**config.mk**
```make
export PLATFORM = sky130hd
export DESIGN_NAME = photonic_stream_layer_flat
export DESIGN_NICKNAME = d
export VERILOG_FILES = /design/src/rtl/photonic_stream_layer_if.sv /design/src/rtl/photonic_stream_layer.sv /design/src/flat_wrapper.sv
export SDC_FILE = /design/constraint.sdc
export NUM_CORES = 1
export LEC_CHECK = 0
export CORE_MARGIN = 5
export CORE_UTILIZATION = 65
export CTS_BUF_LIST = sky130_fd_sc_hd__clkbuf_8 sky130_fd_sc_hd__clkbuf_16
export DETAILED_ROUTE_END_ITERATION = 10
export PLACE_DENSITY = 0.92
export SLEW_MARGIN = 20
export SYNTH_ARGS = -nofsm -noshare
export SYNTH_HDL_FRONTEND = slang
export SYNTH_SLANG_ARGS = --single-unit
```
**constraint.sdc**
```tcl
create_clock -name clk -period 7.67 [get_ports clk]
set_input_delay 2.301 -clock clk [delete_from_list [all_inputs] [get_ports clk]]
set_output_delay 2.301 -clock clk [all_outputs]
set_load 0.05 [all_outputs]
```
**src/rtl/photonic_stream_layer_if.sv**
```systemverilog
// Stream bundle between photonic layers: sample in, result plus
// per-channel saturation flags out, each side with valid/ready.
interface photonic_stream_layer_if #(
    parameter int N_CH      = 4,
    parameter int PRECISION = 8
);
    logic [N_CH*PRECISION-1:0] in_data;
    logic                      in_valid;
    logic                      in_ready;
    logic [N_CH*PRECISION-1:0] out_data;
    logic                      out_valid;
    logic                      out_ready;
    logic [N_CH-1:0]           out_sat;

    modport master (
        output in_data,
        output in_valid,
        input  in_ready,
        input  out_data,
        input  out_valid,
        output out_ready,
        input  out_sat
    );

    modport slave (
        input  in_data,
        input  in_valid,
        output in_ready,
        output out_data,
        output out_valid,
        input  out_ready,
        output out_sat
    );
endinterface

```
**src/rtl/photonic_stream_layer.sv**
```systemverilog
// Three-stage per-channel weight/bias/ReLU layer with saturation
// and full valid/ready backpressure (capture, multiply, add/activate).
module photonic_stream_layer #(
    parameter int N_CH      = 4,
    parameter int PRECISION = 8,
    parameter int FRAC      = 4,
    parameter int CFG_AW    = 2
) (
    input  logic                 clk,
    input  logic                 rst_n,
    photonic_stream_layer_if.slave io,
    input  logic [1:0]           mode,
    input  logic                 cfg_we,
    input  logic                 cfg_sel,
    input  logic [CFG_AW-1:0]    cfg_addr,
    input  logic [PRECISION-1:0] cfg_wdata,
    output logic                 cfg_ready
);
    localparam int P  = PRECISION;
    localparam int PW = 2 * P;
    localparam int SW = 2 * P + 1;

    typedef logic signed [P-1:0]  samp_t;
    typedef logic signed [PW-1:0] prod_t;
    typedef logic signed [SW-1:0] sum_t;

    localparam sum_t  SMAX = {{(P+2){1'b0}}, {(P-1){1'b1}}};
    localparam sum_t  SMIN = {{(P+2){1'b1}}, {(P-1){1'b0}}};
    localparam samp_t WONE = samp_t'(1 << FRAC);

    samp_t wgt  [N_CH];
    samp_t bias [N_CH];

    logic       s1_valid;
    logic [1:0] s1_mode;
    samp_t      s1_x [N_CH];

    logic       s2_valid;
    logic [1:0] s2_mode;
    samp_t      s2_x [N_CH];
    prod_t      s2_p [N_CH];

    logic                s3_valid;
    logic [N_CH*P-1:0]   s3_data;
    logic [N_CH-1:0]     s3_sat;

    prod_t           prod_c [N_CH];
    samp_t           res_c  [N_CH];
    logic [N_CH-1:0] sat_c;

    logic  adv;
    prod_t sh;
    sum_t  sum;
    samp_t pre;
    logic  psat;

    // Whole pipeline moves as one; S3 empty or draining lets it move.
    assign adv          = !s3_valid || io.out_ready;
    assign io.in_ready  = adv;
    assign io.out_valid = s3_valid;
    assign io.out_data  = s3_data;
    assign io.out_sat   = s3_sat;
    assign cfg_ready    = !(s1_valid || s2_valid ||
                            s3_valid || io.in_valid);

    always_comb begin
        for (int i = 0; i < N_CH; i++) begin
            prod_c[i] = {{P{s1_x[i][P-1]}}, s1_x[i]} *
                        {{P{wgt[i][P-1]}}, wgt[i]};
        end
    end

    always_comb begin
        sh    = '0;
        sum   = '0;
        pre   = '0;
        psat  = 1'b0;
        sat_c = '0;
        for (int i = 0; i < N_CH; i++) begin
            sh   = s2_p[i] >>> FRAC;
            sum  = {sh[PW-1], sh} +
                   {{(P+1){bias[i][P-1]}}, bias[i]};
            pre  = s2_x[i];
            psat = 1'b0;
            if (s2_mode[0]) begin
                unique case (1'b1)
                    (sum > SMAX): begin
                        pre  = SMAX[P-1:0];
                        psat = 1'b1;
                    end
                    (sum < SMIN): begin
                        pre  = SMIN[P-1:0];
                        psat = 1'b1;
                    end
                    default: pre = sum[P-1:0];
                endcase
            end
            // ReLU follows the clamp so a saturated flag survives it.
            res_c[i] = (s2_mode[1] && pre[P-1]) ? '0 : pre;
            sat_c[i] = psat;
        end
    end

    always_ff @(posedge clk or negedge rst_n) begin
        if (!rst_n) begin
            s1_valid <= 1'b0;
            s1_mode  <= '0;
            s2_valid <= 1'b0;
            s2_mode  <= '0;
            s3_valid <= 1'b0;
            s3_data  <= '0;
            s3_sat   <= '0;
            for (int i = 0; i < N_CH; i++) begin
                s1_x[i] <= '0;
                s2_x[i] <= '0;
                s2_p[i] <= '0;
            end
        end else if (adv) begin
            s1_valid <= io.in_valid;
            s2_valid <= s1_valid;
            s3_valid <= s2_valid;
            if (io.in_valid) begin
                s1_mode <= mode;
                for (int i = 0; i < N_CH; i++) begin
                    s1_x[i] <= io.in_data[i*P +: P];
                end
            end
            if (s1_valid) begin
                s2_mode <= s1_mode;
                for (int i = 0; i < N_CH; i++) begin
                    s2_x[i] <= s1_x[i];
                    s2_p[i] <= prod_c[i];
                end
            end
            if (s2_valid) begin
                s3_sat <= sat_c;
                for (int i = 0; i < N_CH; i++) begin
                    s3_data[i*P +: P] <= res_c[i];
                end
            end
        end
    end

    // Writes land only while nothing is in flight, so stages can
    // read weight/bias directly without carrying them along.
    always_ff @(posedge clk or negedge rst_n) begin
        if (!rst_n) begin
            for (int i = 0; i < N_CH; i++) begin
                wgt[i]  <= WONE;
                bias[i] <= '0;
            end
        end else if (cfg_we && cfg_ready) begin
            for (int i = 0; i < N_CH; i++) begin
                if (cfg_addr == CFG_AW'(i)) begin
                    if (cfg_sel) bias[i] <= cfg_wdata;
                    else         wgt[i]  <= cfg_wdata;
                end
            end
        end
    end
endmodule

```
**src/flat_wrapper.sv**
```systemverilog
// flat-port wrapper written by rule: the top's interface ports become plain ports
module photonic_stream_layer_flat 
#(
    parameter int N_CH      = 4,
    parameter int PRECISION = 8,
    parameter int FRAC      = 4,
    parameter int CFG_AW    = 2
)
  (clk, rst_n, mode, cfg_we, cfg_sel, cfg_addr, cfg_wdata, cfg_ready, io_in_data, io_in_valid, io_in_ready, io_out_data, io_out_valid, io_out_ready, io_out_sat);
  photonic_stream_layer_if #(.N_CH(N_CH), .PRECISION(PRECISION)) io_i ();
  input  logic clk;
  input  logic rst_n;
  input  logic [1:0] mode;
  input  logic cfg_we;
  input  logic cfg_sel;
  input  logic [CFG_AW-1:0] cfg_addr;
  input  logic [PRECISION-1:0] cfg_wdata;
  output logic cfg_ready;
  input wire logic [$bits(io_i.in_data)-1:0] io_in_data;
  input wire logic [$bits(io_i.in_valid)-1:0] io_in_valid;
  output wire logic [$bits(io_i.in_ready)-1:0] io_in_ready;
  output wire logic [$bits(io_i.out_data)-1:0] io_out_data;
  output wire logic [$bits(io_i.out_valid)-1:0] io_out_valid;
  input wire logic [$bits(io_i.out_ready)-1:0] io_out_ready;
  output wire logic [$bits(io_i.out_sat)-1:0] io_out_sat;
  assign io_i.in_data = io_in_data;
  assign io_i.in_valid = io_in_valid;
  assign io_in_ready = io_i.in_ready;
  assign io_out_data = io_i.out_data;
  assign io_out_valid = io_i.out_valid;
  assign io_i.out_ready = io_out_ready;
  assign io_out_sat = io_i.out_sat;
  photonic_stream_layer #(.N_CH(N_CH), .PRECISION(PRECISION), .FRAC(FRAC), .CFG_AW(CFG_AW)) u_core (.clk(clk), .rst_n(rst_n), .io(io_i), .mode(mode), .cfg_we(cfg_we), .cfg_sel(cfg_sel), .cfg_addr(cfg_addr), .cfg_wdata(cfg_wdata), .cfg_ready(cfg_ready));
endmodule
```
==> implementation parameters, run 1 <==
Parameter                              Value

Run status
  Status    finished, final reports clean

Placement
  Routability congestion estimate from global placement    0.918
  Buffers on Ports    88
  Post-detailed-placement half-perimeter wirelength    36,000 um

Logic synthesis
  Post-synth net total    2,474
  Unique masters post-synth    66
  Mapped cell area    20,400 um2
  Sequential fraction of the synthesis area    26.9%
  Cell count after synthesis    2,044
  Async set-or-reset flop fraction in the synthesized netlist    100%
  Ys Warns    0
  Number of flops mapped to enable cells by yosys    0
  Syn avg cell area    9.99 um2
  FF+latch count, synth    219
  Primary flip-flop cell chosen by synthesis mapping    sky130_fd_sc_hd__dfrtp_1

Floorplan
  Num rows    65
  Core area    31,300 um2
  Die footprint    35,100 um2
  Die height    187 um
  Die width    187 um
  Boundary pin count    89
  Starting density of the core    65.2%

STA
  Fin Setup TNS    0 ps
  Crit path time final    6520 ps
  Maximum frequency from static timing analysis    153 MHz
  Total count of hold-check failures in the final report    0
  # setup viols final    0
  Setup Skew    9.62 ps
  Pins Over Slew Limit    0
  Final worst-path cycle share    85.0%
  Unrepaired setup endpoints after global routing    no
  Slew of the pin with the lowest slew margin    1000 ps
  Slew headroom    32.7%

Detailed routing
  Via density per instance    6.10
  Vias post-DR    15,400
  Final wirelength    49,300 um
  Post-route DRC violation count    0
  Post-route antenna net violation count    0
  Detailed-router iteration count before antenna repair    5
  Avg WL per Cell    19.5 um
  Initial DRC count    1,149

Clocking
  Setup fix buffers added after clock tree synthesis    0
  PostCTS Resize Cnt    0
  Cts-stage hold buffer count    0
  Clock sinks    219
  CTS tree    done
  Root cell of the clock tree    sky130_fd_sc_hd__clkbuf_16
  Clock-pin slew reported for the worst setup and hold paths after clock tree synthesis    60 ps
  Clock buffer count from CTS    25
  Max Buffers Root-to-Sink    3
  Number of levels the H-tree was split into    1
  Clk Latency, worst-skew pair    530 ps

GRT
  Initial antenna violation count    1
  GRT Residual Overflow    0
  First-pass GRT wire length    82,700 um
  Vias in the first global route    16,700
  Total track usage    28.6%
  Maximum number of pins on one net before global-route repair    121

Power
  Switching pwr    4460 uW
  Comb pwr share    64.2%
  Peak ir drop on the vdd network    0.265 mV
  Cell Int Power    4780 uW
  Power per cell area    411 nW/um2
  Leak    0.0110 uW
  Proportion of power drawn by the clock network    13.2%
  Switching power as a share of total power    48.3%
  Portion of total power attributed to sequential cells    22.6%

Worst setup path
  Endpoint arrival time on the critical path    4220 ps
  Critical Path Start    io_in_valid
  Largest fanout on the critical path    3
  Worst r2r src    u_core.s1_x[13]
  Setup crit start kind    primary input
  Required @ worst endpoint    5370 ps
  Crit path capture type    output port
  Critical setup path kind    primary input to output port

Run
  Count of max-cap constraint violations    0

Cells and area
  End-of-flow core utilization    71.8%
  Area delta synth->final    10.1%
  Share of cells above drive strength 1    9.63%
  Number of nets at the end of the flow    2,542
  Area of the multi-input gates    13,500 um2
  Register Area    5490 um2
  Number of filler cells placed in the layout    2,041

Hold path
  Hold path start    u_core.io.out_data[13]
  Hold/Removal Path Class    flop to flop
[worst max-delay path: stages]
cell and delay, ps:
sky130_fd_sc_hd__clkdlybuf4s50_1 460, sky130_fd_sc_hd__nor4_1 420, sky130_fd_sc_hd__buf_4 220, sky130_fd_sc_hd__clkdlybuf4s50_1 820
[kinds of logic (layout without fill, tap and decap cells)]
| group | after synthesis | after routing | synth area share [%] |
|---|---|---|---|
| flip-flops | 219 | 219 | 26.9 |
| buffers and inverters | 396 | 480 | 7.32 |
| XOR/XNOR | 85 | 85 | 3.65 |
| adder cells (fa/ha/maj) | 380 | 380 | 31.4 |
| AO/OA/AOI/OAI | 305 | 305 | 10.4 |
| AND/OR/NAND/NOR | 523 | 523 | 12.9 |
| multiplexers | 136 | 136 | 7.50 |
| other | 0 | 1 | 0 |
[placed cells by master, fill, tap and decap left out, types with 24 or more instances in the layout]
cell type and instances:
sky130_fd_sc_hd__clkdlybuf4s50_1 87, sky130_fd_sc_hd__nor3_1 37, sky130_fd_sc_hd__nand2_1 163, sky130_fd_sc_hd__o21ai_0 73
sky130_fd_sc_hd__fa_1 220, sky130_fd_sc_hd__a21o_1 24, sky130_fd_sc_hd__ha_1 160, sky130_fd_sc_hd__inv_1 343
sky130_fd_sc_hd__clkbuf_16 25, sky130_fd_sc_hd__xnor2_1 63, sky130_fd_sc_hd__mux2_2 136, sky130_fd_sc_hd__a21oi_1 46
sky130_fd_sc_hd__and2_1 141, sky130_fd_sc_hd__nor2_1 81, sky130_fd_sc_hd__dfrtp_1 215
[cell type report]
| type | instances | area share [%] |
|---|---|---|
| well taps | 402 | 2.24 |
| flip-flops and latches | 219 | 24.4 |
| clock inverters | 16 | 0.707 |
| inverters | 343 | 5.73 |
| multi-input cells | 1429 | 59.9 |
| clock buffers | 27 | 2.91 |
| diodes | 1 | 0.0111 |
| repair buffers | 94 | 4.14 |
[power groups by stage]
stage	sequential (uW)	combinational, uW	clock, uW
after global placement	2050	5500	0
after detailed placement	2080	5840	0
after CTS	2070	5950	1230
after floorplan	2140	4290	0
final	2090	5940	1220
after global routing	2130	6710	1280
[state kept, by name, indices dropped and copies added (netlist names)]
signal	cells
u_core.s2_valid	1
u_core.io.out_sat	4
u_core.s1_x	32
u_core.s2_mode	2
u_core.s1_mode	2
u_core.s2_x	32
u_core.s2_p	48
u_core.bias	32
u_core.wgt	32
u_core.s1_valid	1
u_core.io.out_data	32
u_core.io.out_valid	1
[metal layers]
layer	track usage, %	routed length [um]	vias up	share of wire, %
met5	0	13	-	0.026
met4	13.9	2670	2	5.4
met3	4.14	3160	195	6.4
met2	49.4	24800	616	50
met1	35.4	18700	7767	38
li1	-	-	6851	-
[cells in the mapped netlist (all sizes together), types with 4 or more instances]
library cell | n | area share [%]
a2111oi | 5 | 0.21
a211oi | 14 | 0.51
a21boi | 6 | 0.22
a21o | 24 | 0.88
a21oi | 46 | 1.1
a221o | 7 | 0.34
a221oi | 11 | 0.50
a22o | 17 | 0.73
a22oi | 4 | 0.15
a31oi | 7 | 0.28
and2 | 141 | 4.3
and3 | 14 | 0.43
buf | 6 | 0.15
clkbuf | 47 | 0.86
dfrtp | 215 | 26
dfstp | 4 | 0.51
fa | 220 | 22
ha | 160 | 9.8
inv | 340 | 6.2
mux2 | 136 | 7.5
nand2 | 166 | 3.1
nand2b | 14 | 0.43
nand3 | 20 | 0.49
nand3b | 8 | 0.29
nand4 | 4 | 0.12
nor2 | 81 | 1.5
nor2b | 9 | 0.28
nor3 | 37 | 0.91
nor3b | 8 | 0.29
nor4 | 6 | 0.21
nor4b | 4 | 0.17
o211ai | 6 | 0.22
o21a | 22 | 0.81
o21ai | 78 | 1.9
o21bai | 8 | 0.29
o31ai | 23 | 0.85
o41ai | 6 | 0.26
or2 | 4 | 0.12
xnor2 | 63 | 2.7
xor2 | 22 | 0.94
[metrics by stage]
stage                     std cells  setup slack [ps]  area (um2)  total power [uW]  hold slack (ps)
after floorplan                2044              1380       20400              6440              455
after global placement         2487              1120       21700              7550              467
after detailed placement       2487              1110       21700              7920              474
after CTS                      2530              1100       22500              9250              488
after global routing           2530              1090       22500             10100              513
final                          2531              1150       22500              9250              492
[worst paths after layout]
path | depth (start not counted) | slack [ps] | end
max | 4 | 1150 | cfg_ready
min in group asynchronous | 1 | 1860 | u_core.s1_x[17]
min reg2reg | 2 | 490 | u_core.io.out_data[13]
max reg2reg | 17 | 2530 | u_core.s2_p[31]
max in group asynchronous | 2 | 4560 | u_core.bias[6]
min | 2 | 490 | u_core.io.out_data[13]
Power figures use the tool's default switching activity.
==> run 2: changes to the inputs <==
--- a/constraint.sdc
+++ b/constraint.sdc
@@ -3,2 +3,2 @@
 set_output_delay 2.301 -clock clk [all_outputs]
-set_load 0.05 [all_outputs]
+set_load 0.01 [all_outputs]
==> implementation parameters, run 2 (synthesis results as in run 1) <==
Parameter                              Value

Run status
  Status    finished, final reports clean

STA
  Maximum frequency from static timing analysis    163 MHz (+6.4%)
  Slew of the pin with the lowest slew margin    1040 ps (+37.8 ps)
  Final worst-path cycle share    80.0% (-5.1 points)
  Total count of hold-check failures in the final report    0 (unchanged)
  Slew headroom    30.4% (-2.3 points)
  Crit path time final    6130 ps (-390 ps)
  Final hold slack    486 ps (-5.49 ps)
  Setup Skew    7.09 ps (-2.53 ps)
  Unrepaired setup endpoints after global routing    no
  Pins Over Slew Limit    0 (unchanged)
  Fin Setup TNS    0 ps (unchanged)
  # setup viols final    0 (unchanged)

Power
  Portion of total power attributed to sequential cells    23.4% (+0.8 points)
  Proportion of power drawn by the clock network    13.6% (+0.4 points)
  Leak    0.0110 uW (+0.28%)
  Peak ir drop on the vdd network    0.273 mV (+3.1%)
  Switching power as a share of total power    46.7% (-1.6 points)
  Comb pwr share    63.0% (-1.2 points)
  Switching pwr    4180 uW (-6.3%)
  Power per cell area    397 nW/um2 (-3.4%)
  Power consumption    8960 uW (-3.1%)
  Cell Int Power    4770 uW (-0.21%)

Detailed routing
  Vias post-DR    15,500 (+0.19%)
  Post-route DRC violation count    0 (unchanged)
  Initial DRC count    1,130 (-1.7%)
  Avg WL per Cell    19.3 um (-0.88%)
  Detailed-router iteration count before antenna repair    6 (+1)
  Via density per instance    6.09 (about the same)
  Final wirelength    48,900 um (-0.65%)
  Post-route antenna net violation count    0 (unchanged)

Worst setup path
  Crit path capture type    output port
  Setup crit start kind    primary input
  Endpoint arrival time on the critical path    3830 ps (-390 ps)
  Largest fanout on the critical path    3 (unchanged)
  Critical setup path kind    primary input to output port
  Required @ worst endpoint    5370 ps (about the same)

GRT
  First-pass GRT wire length    82,500 um (-0.24%)
  Busiest grt layer    met2
  Initial antenna violation count    2 (+1)
  Met1 GRT Util    35.2% (-0.13 points)
  Total track usage    28.3% (-0.27 points)
  GR Layer Usage met3    4.63% (+0.49 points)
  Vias in the first global route    16,800 (+1.2%)
  Routing usage on met2    48.8% (-0.63 points)
  GRT Residual Overflow    0 (unchanged)
  Maximum number of pins on one net before global-route repair    131 (+8.3%)

Floorplan
  Core area    31,300 um2 (unchanged)
  Die width    187 um (unchanged)
  Starting density of the core    65.2% (unchanged)
  Die height    187 um (unchanged)
  Num rows    65 (unchanged)
  Die footprint    35,100 um2 (unchanged)
  Boundary pin count    89 (unchanged)

Cells and area
  Number of flip-flops under the largest register name    48 (unchanged)
  Register Area    5490 um2 (unchanged)
  Number of filler cells placed in the layout    2,057 (+0.78%)
  Area delta synth->final    10.4%
  Leading cell type in the layout, fill and taps excluded    sky130_fd_sc_hd__inv_1
  Number of nets at the end of the flow    2,544 (+0.079%)
  Area of the multi-input gates    13,500 um2 (about the same)
  Share of cells above drive strength 1    9.66% (+0.024 points)
  Commonest non-fill, non-tap cells in the layout    sky130_fd_sc_hd__inv_1, sky130_fd_sc_hd__fa_1, sky130_fd_sc_hd__dfrtp_1
  Register with the most flip-flops    u_core.s2_p

Clocking
  Cts-stage hold buffer count    0 (unchanged)
  Setup fix buffers added after clock tree synthesis    0 (unchanged)
  Max Buffers Root-to-Sink    3 (unchanged)
  PostCTS Resize Cnt    0 (unchanged)
  Number of levels the H-tree was split into    1 (unchanged)
  Clock-pin slew reported for the worst setup and hold paths after clock tree synthesis    60 ps (about the same)
  Root cell of the clock tree    sky130_fd_sc_hd__clkbuf_16
  CTS tree    done
  Clk Latency, worst-skew pair    530 ps (about the same)
  Clock sinks    219 (unchanged)
  Clock buffer count from CTS    26 (+4.0%)

Placement
  Post-detailed-placement half-perimeter wirelength    35,700 um (-0.71%)
  Routability congestion estimate from global placement    0.899 (-2.0%)
  Buffers on Ports    88 (unchanged)

Run
  Count of max-cap constraint violations    0 (unchanged)

Hold path
  Hold/Removal Path Class    flop to flop
run 2: area by class of cell:
class / count / area share (%)
multi-input combinational: 1429 / 59.7
antenna: 2 / 0.0222
tap: 402 / 2.23
clock buffer: 31 / 3.24
sequential: 219 / 24.3
inverter: 343 / 5.71
clock inverter: 16 / 0.505
timing repair buffer: 95 / 4.25
run 2: final timing paths:
path                            startpoint               to  slack (ps)  cells past startpoint
setup / recovery               io_in_valid        cfg_ready        1540                      4
hold / removal             u_core.s2_p[43]  u_core.s2_p[43]         490                      2
setup reg to reg           u_core.s1_x[13]  u_core.s2_p[31]        2570                     17
hold reg to reg            u_core.s2_p[43]  u_core.s2_p[43]         490                      2
max in group asynchronous            rst_n  u_core.s2_x[10]        4480                      3
min in group asynchronous            rst_n  u_core.s1_x[17]        1710                      1
run 2: power groups by stage:
| stage | clock (uW) | combinational (uW) | sequential, uW |
|---|---|---|---|
| after floorplan | 0 | 4290 | 1880 |
| after global placement | 0 | 5230 | 2050 |
| after detailed placement | 0 | 5550 | 2080 |
| after CTS | 1230 | 5650 | 2070 |
| after global routing | 1280 | 6400 | 2140 |
| final | 1220 | 5640 | 2090 |
run 2: worst max-delay path, cell delays in order:
cell                              delay [ps]
sky130_fd_sc_hd__clkdlybuf4s50_1         450
sky130_fd_sc_hd__nor4_1                  320
sky130_fd_sc_hd__buf_4                   220
sky130_fd_sc_hd__clkdlybuf4s50_1         540
run 2: layer usage:
metal	wire (um)	part of all wire [%]
met1	18800	38
met2	24500	50
met3	3180	6.5
met4	2430	5.0
met5	0	0
run 2: per-stage QoR:
step,instance area [um2],instances,util (%),worst slack [ps]
global route,22500,2537,72.0,1500
CTS,22500,2534,71.9,1520
detailed placement,21700,2487,69.2,1530
finish,22500,2537,72.0,1540
global placement,21700,2487,69.2,1590
floorplan,20400,2044,-,2500
==> run 3: changes to the inputs <==
- CORE_UTILIZATION: 65 -> 57
- PLACE_DENSITY: 0.92 -> 0.86
- clock period: 7.67 -> 5.09 ns (I/O delays scaled with it)
==> implementation parameters, run 3 (synthesis results as in run 1) <==
Parameter                              Value

Worst setup path
  Endpoint arrival time on the critical path    5200 ps (+1370 ps)
  Bufs and invs on worst path    5 (+2)
  Critical setup path kind    flop to flop
  Master of the slowest instance on the critical path    sky130_fd_sc_hd__fa_1
  Crit path capture type    flop
  Worst r2r src    u_core.s1_x[19]
  Required @ worst endpoint    5490 ps (+120 ps)
  Setup crit start kind    flop
  Critical path's most frequent cell    sky130_fd_sc_hd__inv_1
  Register-to-Register Setup Slack    290 ps (-2280 ps)
  Critical path's top delay family    adder cells
  Ordered list of cells on the worst path    and2_1 > fa_1 > inv_1 > fa_1 > inv_1 > fa_1 > inv_1 > fa_1 > inv_1 > ha_1 > inv_1 > o21ai_0 > a221oi_1 > o221ai_1 > o41ai_2 > xnor2_1 > o21ai_0
  Largest fanout on the critical path    10 (+7)
  Largest stage delay on the critical path    540 ps (about the same)
  Critical Path Start    u_core.s1_x[19]

Placement
  Placed Cells    2,550 (+2.5%)
  Setup slack at placement    182 ps (-1340 ps)
  Buffers on Ports    88 (unchanged)
  Post-detailed-placement half-perimeter wirelength    36,200 um (+1.3%)
  Cell area after placement    21,800 um2 (+0.71%)
  Routability congestion estimate from global placement    0.913 (+1.5%)

Hold path
  Hold path start    u_core.io.out_data[10]
  Hold/Removal Path Class    flop to flop

Power
  Peak ir drop on the vdd network    0.464 mV (+70%)
  Power per cell area    590 nW/um2 (+49%)
  Leak    0.0111 uW (+0.31%)

Clocking
  Cts-stage hold buffer count    0 (unchanged)
  Max Buffers Root-to-Sink    3 (unchanged)
  Root cell of the clock tree    sky130_fd_sc_hd__clkbuf_16
  Clock-pin slew reported for the worst setup and hold paths after clock tree synthesis    60 ps (about the same)
  Clock sinks    219 (unchanged)
  Clock buffer count from CTS    24 (-7.7%)
  Clk Latency, worst-skew pair    520 ps (about the same)
  CTS tree    done
  Number of levels the H-tree was split into    1 (unchanged)

STA
  # setup viols final    0 (unchanged)
  Pins Over Slew Limit    0 (unchanged)
  Setup Skew    8.15 ps (+1.06 ps)
  Slew of the pin with the lowest slew margin    1050 ps (+13.6 ps)
  Final worst-path cycle share    94.3%
  Final Worst Setup Slack    292 ps (-1250 ps)
  Crit path time final    4800 ps
  Maximum frequency from static timing analysis    208 MHz
  Slew headroom    29.3% (-1.1 points)
  Total count of hold-check failures in the final report    0 (unchanged)

Cells and area
  Finished Cell Area    22,700 um2 (+0.59%)
  Final Non-Filler Cells    2,592 (+2.2%)
  End-of-flow core utilization    63.9% (-8.1 points)
  Commonest non-fill, non-tap cells in the layout    sky130_fd_sc_hd__inv_1, sky130_fd_sc_hd__fa_1, sky130_fd_sc_hd__dfrtp_1
  Leading cell type in the layout, fill and taps excluded    sky130_fd_sc_hd__inv_1
  Register with the most flip-flops    u_core.s2_p
  Number of nets at the end of the flow    2,545 (+0.039%)
  Share of cells above drive strength 1    10.0% (+0.34 points)
  Number of flip-flops under the largest register name    48 (unchanged)
  Area delta synth->final    11.0%

Floorplan
  Die footprint    39,700 um2 (+13%)
  Die width    199 um (+6.4%)
  Core area    35,500 um2 (+13%)
  Starting density of the core    57.6% (-7.7 points)
  Die height    199 um (+6.4%)
  Boundary pin count    89 (unchanged)
  Num rows    69 (+6.2%)

GRT
  Total track usage    24.7% (-3.6 points)
  Vias in the first global route    16,100 (-4.7%)
  Maximum number of pins on one net before global-route repair    95 (-27%)
  GRT Residual Overflow    0 (unchanged)
  Initial antenna violation count    0 (-2)
  First-pass GRT wire length    80,200 um (-2.8%)

Detailed routing
  Post-route antenna net violation count    0 (unchanged)
  Initial DRC count    892 (-21%)
  Vias post-DR    15,000 (-3.0%)
  Avg WL per Cell    18.3 um (-5.2%)
  Post-route DRC violation count    0 (unchanged)
  Final wirelength    47,400 um (-3.2%)
  Via density per instance    5.78 (-5.1%)
  Detailed-router iteration count before antenna repair    5 (-1)

Run status
  Status    finished, final reports clean

Run
  Count of max-cap constraint violations    0 (unchanged)
-- run 3: cell count changes in the layout (fill, tap and decap cells not counted), moves of 2 or more --
cell                         before  now
sky130_fd_sc_hd__clkbuf_16       27   25
sky130_fd_sc_hd__dfrtp_2          0    5
sky130_fd_sc_hd__bufinv_16        1    3
sky130_fd_sc_hd__o41ai_2          0    3
sky130_fd_sc_hd__dfrtp_1        215  210
sky130_fd_sc_hd__o41ai_1          6    3
sky130_fd_sc_hd__clkinvlp_4       2    0
sky130_fd_sc_hd__buf_12           0    4
sky130_fd_sc_hd__clkinv_4         2    0
sky130_fd_sc_hd__clkbuf_8         4    6
sky130_fd_sc_hd__inv_1          348  346
-- run 3: path summary, 6_finish.rpt --
| check | to | cells after the start |
|---|---|---|
| min | u_core.io.out_data[10] | 2 |
| max | u_core.s2_p[47] | 17 |
| max reg2reg | u_core.s2_p[47] | 17 |
| min reg2reg | u_core.io.out_data[10] | 2 |
| max in group asynchronous | u_core.wgt[4] | 2 |
| min in group asynchronous | u_core.bias[17] | 1 |
-- run 3: routing by layer --
metal | GRT usage [%] | routed length (um) | part of all wire [%] | vias up
li1 | - | - | - | 6856
met1 | 32.8 | 19500 | 41 | 7597
met2 | 42.3 | 23400 | 49 | 417
met3 | 2.97 | 2600 | 5.5 | 124
met4 | 9.02 | 1890 | 4.0 | 0
met5 | 0 | 0 | 0 | -
-- run 3: where the power goes --
part	internal (uW)	switching (uW)	leakage, uW
logic	3740	4670	0.00790
clock network	1120	719	0.000429
registers	2400	734	0.00273
-- run 3: stage by stage --
stage / setup TNS, ps / hold slack (ps) / total power, uW
detailed placement: 0 / 471 / 11500
global route: -41.8 / 505 / 14800
global placement: 0 / 466 / 11000
CTS: 0 / 492 / 13400
finish: 0 / 486 / 13400
floorplan: 0 / 455 / 9290
-- run 3: cell type report --
cell class	count	area, um2
Sequential cell	219	5490
Antenna cell	1	2.50
Inverter	343	1290
Timing Repair Buffer	98	1010
Clock inverter	10	118
Multi-Input combinational cell	1429	13500
Fill cell	2678	12800
Tap cell	461	577
Clock buffer	31	708
-- run 3: worst reg2reg max path, delay by kind of cell (launching register included) --
kind	cells	cell delay [ps]
compound gates	5	1150
xor+xnor	1	160
fa+ha+maj	5	2380
buf+inv	5	290
flops	1	480
simple gates	1	230
-- run 3: what timing repair did --
item                                    in CTS  in global routing
endpoints found under the setup margin       0                  4
setup buffers                                0                  0
gates resized for setup                      0                 10
